### config.mk
export PLATFORM = sky130hd
export DESIGN_NAME = joy_dir_filter_flat
export DESIGN_NICKNAME = d
export VERILOG_FILES = /design/src/rtl/joy_dir_filter_if.sv /design/src/rtl/joy_dir_filter.sv /design/src/flat_wrapper.sv
export SDC_FILE = /design/constraint.sdc
export NUM_CORES = 1
export LEC_CHECK = 0
export BUFFER_PORTS_ARGS = -buffer_cell sky130_fd_sc_hd__buf_2
export CORE_MARGIN = 3
export CORE_UTILIZATION = 29
export CTS_CLUSTER_DIAMETER = 80
export DETAILED_ROUTE_END_ITERATION = 8
export SLEW_MARGIN = 20
export SYNTH_ARGS = -nofsm -noshare
export SYNTH_HDL_FRONTEND = slang
export SYNTH_SLANG_ARGS = --single-unit
### constraint.sdc
create_clock -name clk -period 4.2 [get_ports clk]
set_clock_uncertainty 0.2 [all_clocks]
set_input_delay 0.63 -clock clk [delete_from_list [all_inputs] [get_ports clk]]
set_output_delay 0.63 -clock clk [all_outputs]
set_load 0.005 [all_outputs]
### src/rtl/joy_dir_filter_if.sv
// Joystick conditioner bus: raw player inputs in, conditioned directions/fire out.
// master = input source and output consumer, slave = the filter itself.
interface joy_dir_filter_if #(
  parameter int CHANNELS = 2
);
  logic [4*CHANNELS-1:0] dir_in;
  logic [CHANNELS-1:0]   fire_in;
  logic                  mode_8way;
  logic                  rotate;
  logic [CHANNELS-1:0]   autofire;
  logic [4*CHANNELS-1:0] dir_out;
  logic [CHANNELS-1:0]   fire_out;
  logic [CHANNELS-1:0]   change;

  modport master (
    output dir_in, fire_in, mode_8way, rotate, autofire,
    input  dir_out, fire_out, change
  );

  modport slave (
    input  dir_in, fire_in, mode_8way, rotate, autofire,
    output dir_out, fire_out, change
  );
endinterface

### src/rtl/joy_dir_filter.sv
// N-channel joystick conditioner: sync, debounce, optional 90 deg rotate, 4/8-way rules.
// Optional autofire on the fire button when JOY_AUTOFIRE_EN is defined.
module joy_dir_filter #(
  parameter int CHANNELS  = 2,
  parameter int DB_CYCLES = 4,
  parameter int AF_HALF   = 8
) (
  input  logic             clk,
  input  logic             rst_n,
  joy_dir_filter_if.slave  bus
);
  localparam int NB = 5 * CHANNELS;
  localparam int CW = $clog2(DB_CYCLES + 1);

  // Bit layout: directions in the low 4*CHANNELS bits, fire bits above them.
  logic [NB-1:0] raw;
  logic [NB-1:0] s1_q;
  logic [NB-1:0] s2_q;
  logic [NB-1:0] stable;

  assign raw = {bus.fire_in, bus.dir_in};

  always_ff @(posedge clk or negedge rst_n) begin
    if (!rst_n) begin
      s1_q <= '0;
      s2_q <= '0;
    end else begin
      s1_q <= raw;
      s2_q <= s1_q;
    end
  end

  function automatic logic [3:0] pick_first(input logic [3:0] x);
    logic [3:0] r;
    r = 4'b0000;
    if (x[3])      r = 4'b1000;
    else if (x[2]) r = 4'b0100;
    else if (x[1]) r = 4'b0010;
    else if (x[0]) r = 4'b0001;
    return r;
  endfunction

  for (genvar gi = 0; gi < NB; gi++) begin : g_db
    logic [CW-1:0] cnt_q;
    logic          stable_q;

    always_ff @(posedge clk or negedge rst_n) begin
      if (!rst_n) begin
        cnt_q    <= '0;
        stable_q <= 1'b0;
      end else if (s2_q[gi] == stable_q) begin
        cnt_q <= '0;
      end else if (cnt_q == CW'(DB_CYCLES - 1)) begin
        stable_q <= s2_q[gi];
        cnt_q    <= '0;
      end else begin
        cnt_q <= cnt_q + 1'b1;
      end
    end

    assign stable[gi] = stable_q;
  end

  for (genvar gi = 0; gi < CHANNELS; gi++) begin : g_ch
    logic [3:0] st;
    logic [3:0] rot;
    logic [3:0] new_bits;
    logic [3:0] cancel;
    logic [3:0] mask_d;
    logic [3:0] dir_d;
    logic [3:0] rot_prev_q;
    logic [3:0] mask_q;
    logic [3:0] dir_q;
    logic       change_q;
    logic       fire_st;
    logic       fire_q;

    assign st      = stable[4*gi +: 4];
    assign fire_st = stable[4*CHANNELS + gi];
    // {up,down,left,right}: rotated up=left, down=right, left=down, right=up
    assign rot     = bus.rotate ? {st[1], st[0], st[2], st[3]} : st;

    always_comb begin
      new_bits = rot & ~rot_prev_q;
      mask_d   = mask_q;
      // In 8-way the mask follows the held bits so a switch to 4-way has no gap.
      if (bus.mode_8way)            mask_d = pick_first(rot);
      else if (new_bits != 4'b0000) mask_d = pick_first(new_bits);
      else if (rot == 4'b0000)      mask_d = 4'b0000;
      else if ((rot & mask_q) == 4'b0000) mask_d = pick_first(rot);

      cancel[3:2] = (rot[3] & rot[2]) ? 2'b00 : rot[3:2];
      cancel[1:0] = (rot[1] & rot[0]) ? 2'b00 : rot[1:0];
      dir_d       = bus.mode_8way ? cancel : (rot & mask_d);
    end

    always_ff @(posedge clk or negedge rst_n) begin
      if (!rst_n) begin
        rot_prev_q <= 4'b0000;
        mask_q     <= 4'b0000;
        dir_q      <= 4'b0000;
        change_q   <= 1'b0;
      end else begin
        rot_prev_q <= rot;
        mask_q     <= mask_d;
        dir_q      <= dir_d;
        change_q   <= (dir_d != dir_q);
      end
    end

`ifdef JOY_AUTOFIRE_EN
    localparam int AW = $clog2(2 * AF_HALF);
    logic [AW-1:0] af_cnt_q;
    logic          af_active;

    assign af_active = fire_st & bus.autofire[gi];

    // Phase 0..AF_HALF-1 is the high half, so the first active cycle fires.
    always_ff @(posedge clk or negedge rst_n) begin
      if (!rst_n) begin
        af_cnt_q <= '0;
        fire_q   <= 1'b0;
      end else if (af_active) begin
        fire_q   <= (af_cnt_q < AW'(AF_HALF));
        af_cnt_q <= (af_cnt_q == AW'(2*AF_HALF - 1)) ? '0 : af_cnt_q + 1'b1;
      end else begin
        af_cnt_q <= '0;
        fire_q   <= fire_st;
      end
    end
`else
    logic unused_autofire;
    assign unused_autofire = bus.autofire[gi];

    always_ff @(posedge clk or negedge rst_n) begin
      if (!rst_n) fire_q <= 1'b0;
      else        fire_q <= fire_st;
    end
`endif

    assign bus.dir_out[4*gi +: 4] = dir_q;
    assign bus.change[gi]         = change_q;
    assign bus.fire_out[gi]       = fire_q;
  end
endmodule

### src/flat_wrapper.sv
// flat-port wrapper written by rule: the top's interface ports become plain ports
module joy_dir_filter_flat 
#(
  parameter int CHANNELS  = 2,
  parameter int DB_CYCLES = 4,
  parameter int AF_HALF   = 8
)
  (clk, rst_n, bus_dir_in, bus_fire_in, bus_mode_8way, bus_rotate, bus_autofire, bus_dir_out, bus_fire_out, bus_change);
  joy_dir_filter_if #(.CHANNELS(CHANNELS)) bus_i ();
  input  logic clk;
  input  logic rst_n;
  input wire logic [$bits(bus_i.dir_in)-1:0] bus_dir_in;
  input wire logic [$bits(bus_i.fire_in)-1:0] bus_fire_in;
  input wire logic [$bits(bus_i.mode_8way)-1:0] bus_mode_8way;
  input wire logic [$bits(bus_i.rotate)-1:0] bus_rotate;
  input wire logic [$bits(bus_i.autofire)-1:0] bus_autofire;
  output wire logic [$bits(bus_i.dir_out)-1:0] bus_dir_out;
  output wire logic [$bits(bus_i.fire_out)-1:0] bus_fire_out;
  output wire logic [$bits(bus_i.change)-1:0] bus_change;
  assign bus_i.dir_in = bus_dir_in;
  assign bus_i.fire_in = bus_fire_in;
  assign bus_i.mode_8way = bus_mode_8way;
  assign bus_i.rotate = bus_rotate;
  assign bus_i.autofire = bus_autofire;
  assign bus_dir_out = bus_i.dir_out;
  assign bus_fire_out = bus_i.fire_out;
  assign bus_change = bus_i.change;
  joy_dir_filter #(.CHANNELS(CHANNELS), .DB_CYCLES(DB_CYCLES), .AF_HALF(AF_HALF)) u_core (.clk(clk), .rst_n(rst_n), .bus(bus_i));
endmodule
== Yosys cells after proc, flatten, opt, wreduce, memory -nomap -nowiden ==
Index checks and enable logic that the tools add are counted.
W data, S select, Z words.

* Word-level logic and storage cells: 154
* Output and inout port bits: 12
* Flip-flop bits (word level): 88

* Bitwise operators: 22
* Reduce and logical (&&, ||, !) cells: 16
* Mux-type cells: 52
* Equality and inequality tests: 22
* Add/subtract/negate cells: 10

{| class="wikitable"
|+ Operator list
! cell !! count
|-
| $mux W4 || 23
|-
| $mux W3 || 20
|-
| $add A3 B1 Y3 const B || 10
|-
| $eq A3 B2 Y1 const B || 10
|-
| $and A4 B4 Y4 || 6
|-
| $reduce_and A2 Y1 || 10
|-
| $logic_not A4 Y1 || 4
|-
| $eq A1 B1 Y1 || 10
|-
| $mux W2 || 5
|-
| $not A1 Y1 || 10
|-
| $ne A4 B4 Y1 || 2
|-
| $not A4 Y4 || 2
|-
| $reduce_bool A4 Y1 || 2
|-
| $and A1 B1 Y1 || 4
|-
| $mux W1 || 4
|}

== Logic depth before layout (Yosys ltp) ==
Gate-level depths: netlist of the first run.

* Word-level depth: 12
* Mapped depth: 10

== Worst setup path after synthesis of the first run ==
No wires, ideal clock.

* Path type: input to register
* Start: input port bus_rotate
* End: register u_core.g_ch[1].change_q
* Setup slack: 1295 ps
* Setup time: 71 ps
* Stages on the path: 10
* Arrival: 2634 ps
* Cells stage by stage: buf_6 > buf_12 > mux2i_4 > inv_4 > a222oi_1 > and2b_2 > o211ai_2 > or3_4 > o32a_1 > nand4_1

* Elaborated cells between the ends (all ways): 25

{| class="wikitable"
|+ RTL lines
! item !! line !! text
|-
| start, declared || flat_wrapper.sv:15 || <nowiki>input wire logic [$bits(bus_i.rotate)-1:0] bus_rotate;</nowiki>
|-
| $mux W4 * || joy_dir_filter.sv:81 || <nowiki>assign rot = bus.rotate ? {st[1], st[0], st[2], st[3]} : st;</nowiki>
|-
| via u_core.g_ch[1].rot[3] || joy_dir_filter.sv:66 || <nowiki>logic [3:0] rot;</nowiki>
|-
| $and A4 B4 Y4 || joy_dir_filter.sv:90 || <nowiki>else if ((rot & mask_q) == 4'b0000) mask_d = pick_first(rot);</nowiki>
|-
| $logic_not A4 Y1 || joy_dir_filter.sv:90 ||
|-
| $mux W4 || joy_dir_filter.sv:90 ||
|-
| $mux W4 || joy_dir_filter.sv:89 || <nowiki>else if (rot == 4'b0000) mask_d = 4'b0000;</nowiki>
|-
| $mux W4 || joy_dir_filter.sv:88 || <nowiki>else if (new_bits != 4'b0000) mask_d = pick_first(new_bits);</nowiki>
|-
| $mux W4 || joy_dir_filter.sv:87 || <nowiki>if (bus.mode_8way) mask_d = pick_first(rot);</nowiki>
|-
| $and A4 B4 Y4 || joy_dir_filter.sv:94 || <nowiki>dir_d = bus.mode_8way ? cancel : (rot & mask_d);</nowiki>
|-
| $mux W4 * || joy_dir_filter.sv:94 ||
|-
| $ne A4 B4 Y1 * || joy_dir_filter.sv:107 || <nowiki>change_q <= (dir_d != dir_q);</nowiki>
|-
| end signal, assigned || joy_dir_filter.sv:107 ||
|-
| end, declared || joy_dir_filter.sv:74 || <nowiki>logic change_q;</nowiki>
|}

Mark *: on every way through the listed nets, which the timed path passes. The rest lies on a longest branch.
A chain may end at the register's enable or synchronous reset.

== Final worst setup path of the first run ==
* Start: input port bus_rotate
* End: register u_core.g_ch[1].change_q

* Elaborated cells between the ends (all ways): 25

{| class="wikitable"
|+ RTL lines
! item !! line
|-
| $mux W4 * || joy_dir_filter.sv:81
|-
| via u_core.g_ch[1].rot[2] || joy_dir_filter.sv:66
|-
| $and A4 B4 Y4 or $mux W4 (tied branches) || joy_dir_filter.sv:90, joy_dir_filter.sv:37
|-
| $logic_not A4 Y1 or $mux W4 (tied branches) || joy_dir_filter.sv:90, joy_dir_filter.sv:36
|-
| $mux W4 || joy_dir_filter.sv:90
|-
| $mux W4 || joy_dir_filter.sv:89
|-
| $mux W4 || joy_dir_filter.sv:88
|-
| $mux W4 || joy_dir_filter.sv:87
|-
| $and A4 B4 Y4 || joy_dir_filter.sv:94
|-
| $mux W4 * || joy_dir_filter.sv:94
|-
| $ne A4 B4 Y1 * || joy_dir_filter.sv:107
|}

Marks and branches as above.

==> reports/qor.yml, run 1 <==
outcome:
  outcome: "complete, no violations"
place:
  port_buffers: 25
  post-place-ws_ps: 605.2
  dp_cells: 560
  place_area_um2: 4348
  place.gp.congestion: 0.8771
  hpwl_um: 5458
power:
  total_power_mw: 3.524
  ir_drop_uv: 269.6
  p_sw_mw: 1.355
  netSwitchingFraction_pct: 38.44
  p_comb_share_pct: 37.2
  p_seq_share_pct: 39.4
  p_clk_share_pct: 23.4
  power.leakage_nw: 2.089
  p_per_area_nw_per_um2: 755.5
  p_int_mw: 2.169
routing:
  drt-initial-drc-count: 367
  first_pass_iters: 5
  totalWireLength_um: 8046
  post-route-drc-count: 0
  wl_met1_um: 3790
  met2_length_um: 3603
  highest_layer: "met4"
  ant_nets: 0
  via_per_inst: 5.010
  vias: 2886
  wl_met3_um: 485
  wl_per_cell_um: 13.97
cts:
  postCtsHoldBufs: 0
  post_cts_buffers: 0
  cts_buffer_depth: 2
  cts_tree: "built"
  cts_made_buffers: 9
  clock_latency_ps: 340
  clk_pin_slew_worst_paths_ps: 60
  clock_sinks: 88
  cts_root_buf: "clkbuf_16"
  cts_resized: 0
  htreeDepth: 3
sta:
  fin_ws_ps: 938.2
  grt_setup_unrepaired: "false"
  period_minus_slack_ps: 3262
  worst_pin_slew_ps: 771.6
  report.final.slew_viol_count: 0
  fmax_mhz: 306.6
  finalSetupTns_ps: 0
  post-route-period-util_pct: 77.66
  finalSetupViolCount: 0
  max_slew_margin_pct: 48.56
  timing.hold.ws_ps: 135.2
  finalHoldViolCount: 0
die:
  core_um2: 13560
  top_level_ports: 28
  die-area_um2: 15610
  initial_core_util_pct: 30.26
  die_w_um: 124.9
  die_height_um: 124.9
  num_rows: 42
synth:
  syn_area_per_cell_um2: 10.88
  syn-cell-area_um2: 4103
  ys.warnings.count: 0
  synth-edff-count: 0
  netlist_instances: 377
  synthFlopType: "dfrtp_1"
  ys_ff_latch: 88
  ys_seq_area_share_pct: 53.67
  ys_async_sr_fraction_pct: 100.0
  syn_nets: 403
  ys_types: 61
layout:
  nets: 421
  fin_cells: 576
  final_area_um2: 4664
  syn_to_final_growth_pct: 13.69
  drive_gt1_share_pct: 16.25
  diodes: 0
  post-route-util_pct: 34.40
setup_path:
  cp-start-kind: "primary input"
  cp-end-kind: "flip-flop"
  worstPathRequired_ps: 4270
  cp_max_fo: 23
  arrival_ps: 3330
  crit_type: "primary input to flip-flop"
global_route:
  overflow: 0
  grt_max_degree: 89
  grt_util_all_layers_pct: 10.73
  grt_pass1_wl_um: 13790
  first_global_vias: 2808
  antenna_found_initial: 0
job:
  drv_cap: 0
hold_path:
  hold_class: "primary input to async pin"
-- kinds of logic (layout without fill, tap and decap cells) --
kind of cell    Yosys count  after routing  share of synthesized area (%)
fa+ha+maj                10             10                          3.050
flops                    88             88                          53.67
compound gates           74             74                          12.47
xor+xnor                 10             10                          2.135
mux                      24             24                          6.649
buf+inv                  37             60                          4.392
simple gates            134            134                          17.63
-- power by group through the flow --
stage / Clock (mW) / Combinational, mW / Sequential (mW)
after detailed placement: 0 / 1.29 / 1.40
after CTS: 0.855 / 1.30 / 1.39
after floorplan: 0 / 1.10 / 1.25
after global placement: 0 / 1.28 / 1.39
final: 0.826 / 1.31 / 1.39
after global routing: 0.893 / 1.48 / 1.43
-- worst max-delay path: stages --
cell	delay, ps
buf_2	430
mux2i_2	390
inv_1	140
a222oi_1	570
and2b_2	300
o211ai_2	100
or3_4	380
o32a_1	290
nand4_1	90
-- registers in the layout, indices dropped and copies added, names as in the netlist --
register,flops
u_core.g_ch.mask_q,8
u_core.g_ch.change_q,2
u_core.g_db.stable_q,8
u_core.g_ch.fire_st,2
u_core.s2_q,10
u_core.g_ch.fire_q,2
u_core.g_db.cnt_q,30
u_core.s1_q,10
u_core.g_ch.rot_prev_q,8
u_core.g_ch.dir_q,8
-- area by class of cell --
cell class                      count  area (µm²)
Tap cell                          176       220.2
Timing Repair Buffer               26       138.9
Inverter                           18       70.07
Fill cell                        1379        8894
Multi-Input combinational cell    252        1720
Clock inverter                      6       73.82
Clock buffer                       10       239.0
Sequential cell                    88        2202
-- final timing paths --
| kind | from | endpoint | slack, ps | depth (start not counted) |
|---|---|---|---|---|
| max | bus_rotate | u_core.g_ch[1].change_q | 940 | 9 |
| min | rst_n | u_core.g_ch[0].dir_q[2] | 140 | 1 |
| max reg2reg | u_core.g_db[4].stable_q | u_core.g_ch[1].change_q | 1170 | 8 |
| min reg2reg | u_core.s1_q[6] | u_core.s2_q[6] | 150 | 0 |
| max in group asynchronous | rst_n | u_core.g_ch[1].rot_prev_q[2] | 3130 | 1 |
| min in group clk | u_core.s1_q[6] | u_core.s2_q[6] | 150 | 0 |
-- per-layer routing --
metal	vias to the layer above	global-route usage (%)
met2	89	15.68
li1	1392	-
met1	1389	14.78
met3	16	3.582
met4	0	4.145
met5	-	0
-- placed cells by master (no fill, tap or decap), types with 3 or more instances in the layout --
cell	n
dfrtp_1	88
nand2_1	31
buf_2	24
nor2b_1	21
nor2_1	21
nor3_1	18
a21oi_1	18
inv_1	15
o21ai_0	13
nor3b_1	13
mux2i_1	11
mux2_2	10
xnor2_1	10
ha_1	10
clkbuf_16	9
or4_1	5
o22ai_1	5
nand4_1	5
o32ai_1	3
and3_1	3
a221oi_1	3
nand3_1	3
nand2b_1	3
a22o_1	3
o221ai_1	3
a211oi_1	3
clkinv_4	3
-- cell usage after synthesis, types with 2 or more instances --
| cell type | n | area share (%) |
|---|---|---|
| a211oi_1 | 3 | 0.55 |
| a32oi_1 | 2 | 0.43 |
| a22oi_1 | 2 | 0.37 |
| nor4b_1 | 2 | 0.43 |
| o221ai_1 | 3 | 0.64 |
| a221oi_1 | 3 | 0.64 |
| inv_2 | 2 | 0.18 |
| and3_1 | 3 | 0.46 |
| clkbuf_1 | 12 | 1.1 |
| nor3_1 | 18 | 2.2 |
| inv_1 | 15 | 1.4 |
| mux2_2 | 10 | 2.7 |
| dfrtp_1 | 88 | 54 |
| or4_1 | 5 | 0.92 |
| a22o_1 | 3 | 0.64 |
| xnor2_1 | 10 | 2.1 |
| mux2i_1 | 11 | 2.7 |
| nand4_1 | 5 | 0.76 |
| o21ai_0 | 13 | 1.6 |
| buf_4 | 4 | 0.73 |
| nor2b_1 | 21 | 3.2 |
| nand3_1 | 3 | 0.37 |
| nor2_1 | 21 | 1.9 |
| nor3b_1 | 13 | 2.4 |
| nand2b_1 | 3 | 0.46 |
| or2_2 | 2 | 0.30 |
| o22ai_1 | 5 | 0.76 |
| mux2i_2 | 2 | 0.67 |
| ha_1 | 10 | 3.0 |
| o221a_2 | 2 | 0.55 |
| a31oi_1 | 2 | 0.30 |
| a21oi_1 | 18 | 2.2 |
| o32ai_1 | 3 | 0.64 |
| nand2_1 | 31 | 2.8 |
No activity file was read; power rests on OpenSTA's default activity.
==> run 2, diff against run 1 <==
Clock period 4.2 ns to 2.7 ns, I/O delays scaled along.
==> run 2 against run 1 <==
Clock power rose by 45%. Final area rose by 10%. Sequential power rose by 51%. Routed wire length rose by 7.9%. Sequential share of layout area fell by 4.3 points. Flip-flop and latch count did not move. Via count rose by 7.8%. Combinational power rose by 100%.
==> reports/qor.yml, run 2 (synthesis gave the netlist of run 1 again) <==
sta:
  finalHoldViolCount: 0
  report.final.slew_viol_count: 0
  grt_setup_unrepaired: "false"
  period_minus_slack_ps: 2525
  fmax_mhz: 396.1
  max_slew_margin_pct: 61.22
  post-route-period-util_pct: 93.51
  timing.hold.ws_ps: 148.8
  finalSetupViolCount: 0
  worst_pin_slew_ps: 581.6
cts:
  cts_made_buffers: 9
  clk_pin_slew_worst_paths_ps: 70
  cts_tree: "built"
  clock_sinks: 88
  htreeDepth: 3
  cts_root_buf: "clkbuf_16"
  cts_buffer_depth: 2
  clock_latency_ps: 340
die:
  die_height_um: 124.9
  die_w_um: 124.9
  die-area_um2: 15610
  core_um2: 13560
  initial_core_util_pct: 30.26
  top_level_ports: 28
  num_rows: 42
power:
  power.leakage_nw: 2.353
  ir_drop_uv: 454.4
  total_power_mw: 5.921
  p_per_area_nw_per_um2: 1153
setup_path:
  r2r_start: "u_core.g_db[6].stable_q"
  worstPathRequired_ps: 2770
  cp-end-kind: "flip-flop"
  crit_type: "flip-flop to flip-flop"
  critPathLaunch: "u_core.g_db[6].stable_q"
  arrival_ps: 2590
  cp-start-kind: "flip-flop"
  cp_max_fo: 4
outcome:
  outcome: "complete, no violations"
routing:
  vias: 3110
  totalWireLength_um: 8682
  ant_nets: 0
  via_per_inst: 4.905
  drt-initial-drc-count: 325
  wl_per_cell_um: 13.69
  first_pass_iters: 4
  post-route-drc-count: 0
layout:
  post-route-util_pct: 37.86
  final_cell_mix: "87 x dfrtp_1, 46 x buf_4, 31 x nand2_1, 24 x buf_2"
  largest_reg_flops: 30
  drive_gt1_share_pct: 24.67
  nets: 479
  nFillCells: 1358
  top_register: "u_core.g_db.cnt_q"
  seq_area_um2: 2203
  final_common_cell: "dfrtp_1"
  diodes: 0
  reg_top3: "u_core.g_db.cnt_q: 30 flops, u_core.s1_q: 10 flops, u_core.s2_q: 10 flops"
  syn_to_final_growth_pct: 25.13
  multi_input_area_um2: 1729
place:
  port_buffers: 25
  place.gp.congestion: 0.8856
  hpwl_um: 6278
hold_path:
  holdCritStartpoint: "u_core.s1_q[6]"
  hold_class: "flip-flop to flip-flop"
global_route:
  antenna_found_initial: 0
  first_global_vias: 3132
  overflow: 0
  grt_util_all_layers_pct: 11.81
  grt_pass1_wl_um: 15130
  grt_max_degree: 47
job:
  drv_cap: 0
==> run 2: final timing paths <==
kind	endpoint	slack [ps]	cells past startpoint
max	u_core.g_ch[1].change_q	180	9
min	u_core.s2_q[6]	150	0
max reg2reg	u_core.g_ch[1].change_q	180	9
min reg2reg	u_core.s2_q[6]	150	0
max in group asynchronous	u_core.g_db[6].stable_q	1240	3
min in group asynchronous	u_core.g_ch[0].rot_prev_q[3]	410	2
==> run 2: power breakdown <==
part | switching (mW) | internal (mW) | total (mW)
clock | 0.553 | 0.642 | 1.20
sequential | 0.383 | 1.72 | 2.10
combinational | 1.31 | 1.31 | 2.63
==> run 2: stage by stage <==
| stage | instance area [µm²] | instances | setup slack, ps | TNS, ps |
|---|---|---|---|---|
| 6_report | 5134 | 634 | 175.3 | 0 |
| 5_1_grt | 5134 | 634 | 26.70 | 0 |
| 4_1_cts | 5112 | 633 | 106.9 | 0 |
| 3_5_place_dp | 4718 | 606 | -82.51 | -125.1 |
| 3_3_place_gp | 4718 | 606 | -26.75 | -26.75 |
| 2_1_floorplan | 4103 | 377 | 19.84 | 0 |
==> run 2: timing repair <==
action / 4_1_cts / 5_1_grt
buffers inserted: 0 / 1
hold buffers: 11 / 0
hold endpoints to repair: 52 / 0
resized for setup: 0 / 3
setup endpoints to repair: 0 / 1
==> run 2: critical path, cell delays in order, from the launching register on <==
cell and delay, ps:
dfrtp_2 450, mux2i_2 200, inv_1 80, a222oi_1 340
buf_4 180, and2b_2 150, o211ai_2 80, or3_4 380
o32a_1 290, nand4_1 110
==> run 2: area by class of cell <==
cell class | instances | area share [%]
clock inverters | 7 | 1.146
multi-input cells | 252 | 33.68
flip-flops and latches | 88 | 42.92
well taps | 176 | 4.290
repair buffers | 84 | 12.21
clock buffers | 9 | 4.387
inverters | 18 | 1.365
==> run 2: per-layer routing <==
metal / vias up / GRT usage, % / wire, µm
met3: 11 / 2.857 / 471
met5: - / 0 / 0
met1: 1509 / 15.95 / 4139
met2: 76 / 18.73 / 3946
met4: 0 / 4.018 / 124
li1: 1514 / - / -
==> run 3, diff against run 2 <==
Clock period 2.7 ns to 2.2 ns, I/O delays scaled along.
==> run 3 against run 2 <==
Non-clock buffer count is 36 higher. The flow now finishes with violations (negative setup slack). Critical path type unchanged. Via count is 6.4% higher. Flip-flop and latch count stayed put. Largest cell class unchanged. Critical path depth is 2 higher. Clock-buffer cell count is 3 higher. Clock power is 40% higher. Core utilization is 3.7 points higher.
==> reports/qor.yml, run 3 (synthesis gave the netlist of run 1 again) <==
outcome:
  outcome: "complete, but fails checks"
  violations: "negative setup slack"
power:
  p_per_area_nw_per_um2: 1516
  power.leakage_nw: 2.571
  ir_drop_uv: 721.4
  total_power_mw: 8.535
place:
  port_buffers: 25
  hpwl_um: 6654
  place.gp.congestion: 0.8526
routing:
  vias: 3310
  wl_per_cell_um: 14.59
  drt-initial-drc-count: 195
  ant_nets: 0
  first_pass_iters: 5
  via_per_inst: 4.940
  totalWireLength_um: 9773
  post-route-drc-count: 0
setup_path:
  cp-end-kind: "flip-flop"
  cp_top_family: "simple AND/OR/NAND/NOR gates"
  crit_path_top_delay_cell: "dfrtp_1"
  arrival_ps: 2590
  rr_worst_depth: 11
  cp_max_fo: 7
  cp_slowest_stage_delay_ps: 410
  worstPathRequired_ps: 2210
  crit_type: "flip-flop to flip-flop"
  crit_buf_inv: 4
  crit_path_cell_trace: "buf_4 -> buf_6 -> buf_6 -> a22o_1 -> mux2i_1 -> buf_4 -> and4_1 -> a211oi_2 -> a32o_1 -> nor4b_2 -> nand4_1"
  cp-start-kind: "flip-flop"
  cp_num_cells: 11
layout:
  drive_gt1_share_pct: 36.03
  diodes: 0
  reg_top3: "u_core.g_db.cnt_q: 30 flops, u_core.s1_q: 10 flops, u_core.s2_q: 10 flops"
  syn_to_final_growth_pct: 37.21
  final_common_cell: "dfrtp_1"
  top_register: "u_core.g_db.cnt_q"
  final_cell_mix: "83 x dfrtp_1, 79 x buf_4, 28 x nand2_1, 23 x buf_2"
  post-route-util_pct: 41.52
  nFillCells: 1293
  nets: 515
  largest_reg_flops: 30
global_route:
  grt_max_degree: 62
  first_global_vias: 3346
  antenna_found_initial: 0
  overflow: 0
  grt_pass1_wl_um: 16080
  grt_util_all_layers_pct: 12.64
die:
  top_level_ports: 28
  num_rows: 42
  core_um2: 13560
  initial_core_util_pct: 30.26
  die_height_um: 124.9
  die_w_um: 124.9
  die-area_um2: 15610
cts:
  clk_pin_slew_worst_paths_ps: 60
  cts_made_buffers: 9
  cts_tree: "built"
  cts_root_buf: "clkbuf_16"
  clock_sinks: 88
  cts_buffer_depth: 2
  htreeDepth: 3
  clock_latency_ps: 340
job:
  drv_cap: 0
sta:
  finalSetupTns_ps: -1587
  finalHoldViolCount: 0
  worst_pin_slew_ps: 391.5
  post-route-period-util_pct: 117.1
  grt_setup_unrepaired: "true"
  finalSetupViolCount: 10
  report.final.slew_viol_count: 0
  max_slew_margin_pct: 73.66
  period_minus_slack_ps: 2575
  fin_ws_ps: -375.2
  fmax_mhz: 388.3
hold_path:
  hold-path-cell-count: 0
  hold_class: "flip-flop to flip-flop"
## run 3: cell count changes in the layout (fill, tap and decap cells not counted), sizes merged
cell and change:
clkinv -1, bufinv +2, buf +35, clkbuf +4, inv -4
## run 3: final timing paths
path                       slack (ps)                 endpoint                     from
setup / recovery                 -380  u_core.g_ch[1].change_q  u_core.g_db[6].stable_q
hold / removal                    150           u_core.s2_q[5]           u_core.s1_q[5]
setup reg to reg                 -380  u_core.g_ch[1].change_q  u_core.g_db[6].stable_q
min in group asynchronous         250  u_core.g_ch[0].dir_q[3]                    rst_n
hold reg to reg                   150           u_core.s2_q[5]           u_core.s1_q[5]
max in group asynchronous         890  u_core.g_db[5].stable_q                    rst_n
## run 3: timing repair
item,4_1_cts,5_1_grt
endpoints found under the setup margin,9,15
resized for setup,13,39
pin swaps,5,10
endpoints found under the hold margin,37,0
hold buffers,11,0
buffers inserted,10,5
## run 3: cell type report
class	instances	area, µm²	share of cell area (%)
inverter	18	70.07	1.245
sequential	88	2208	39.23
multi-input combinational	252	1902	33.79
clock inverter	4	76.32	1.356
timing repair buffer	120	905.9	16.09
clock buffer	12	246.5	4.379
tap	176	220.2	3.912
## run 3: through the flow
stage,hold WS (ps),std cells,worst slack (ps),area (µm²)
6_report,146.9,670,-375.2,5629
3_5_place_dp,93.63,628,-511.3,4877
4_1_cts,148.4,665,-285.9,5433
3_3_place_gp,86.14,628,-488.5,4877
5_1_grt,158.0,670,-490.4,5629
2_1_floorplan,-165.6,377,-383.0,4113
## run 3: where the power goes
part	internal, mW	switching (mW)	leakage (nW)	total (mW)
Combinational	2.28	2.02	1.32	4.30
Clock	1.03	0.647	0.153	1.68
Sequential	2.12	0.438	1.10	2.56
Total	5.43	3.11	2.57	8.54
## run 3: per-layer routing
metal	vias up	global-route usage [%]	wire [µm]
met5	-	0	0
met1	1610	16.73	4487
met2	98	19.47	4538
met4	0	5.357	208
met3	22	3.667	538
li1	1580	-	-
## run 3: worst reg2reg max path, delay by kind of cell (launching register included)
family                 cells  cell delay, ps
buffers and inverters      4             540
AND/OR/NAND/NOR            3             560
AO/OA/AOI/OAI              3             530
multiplexers               1             210
flip-flops                 1             410
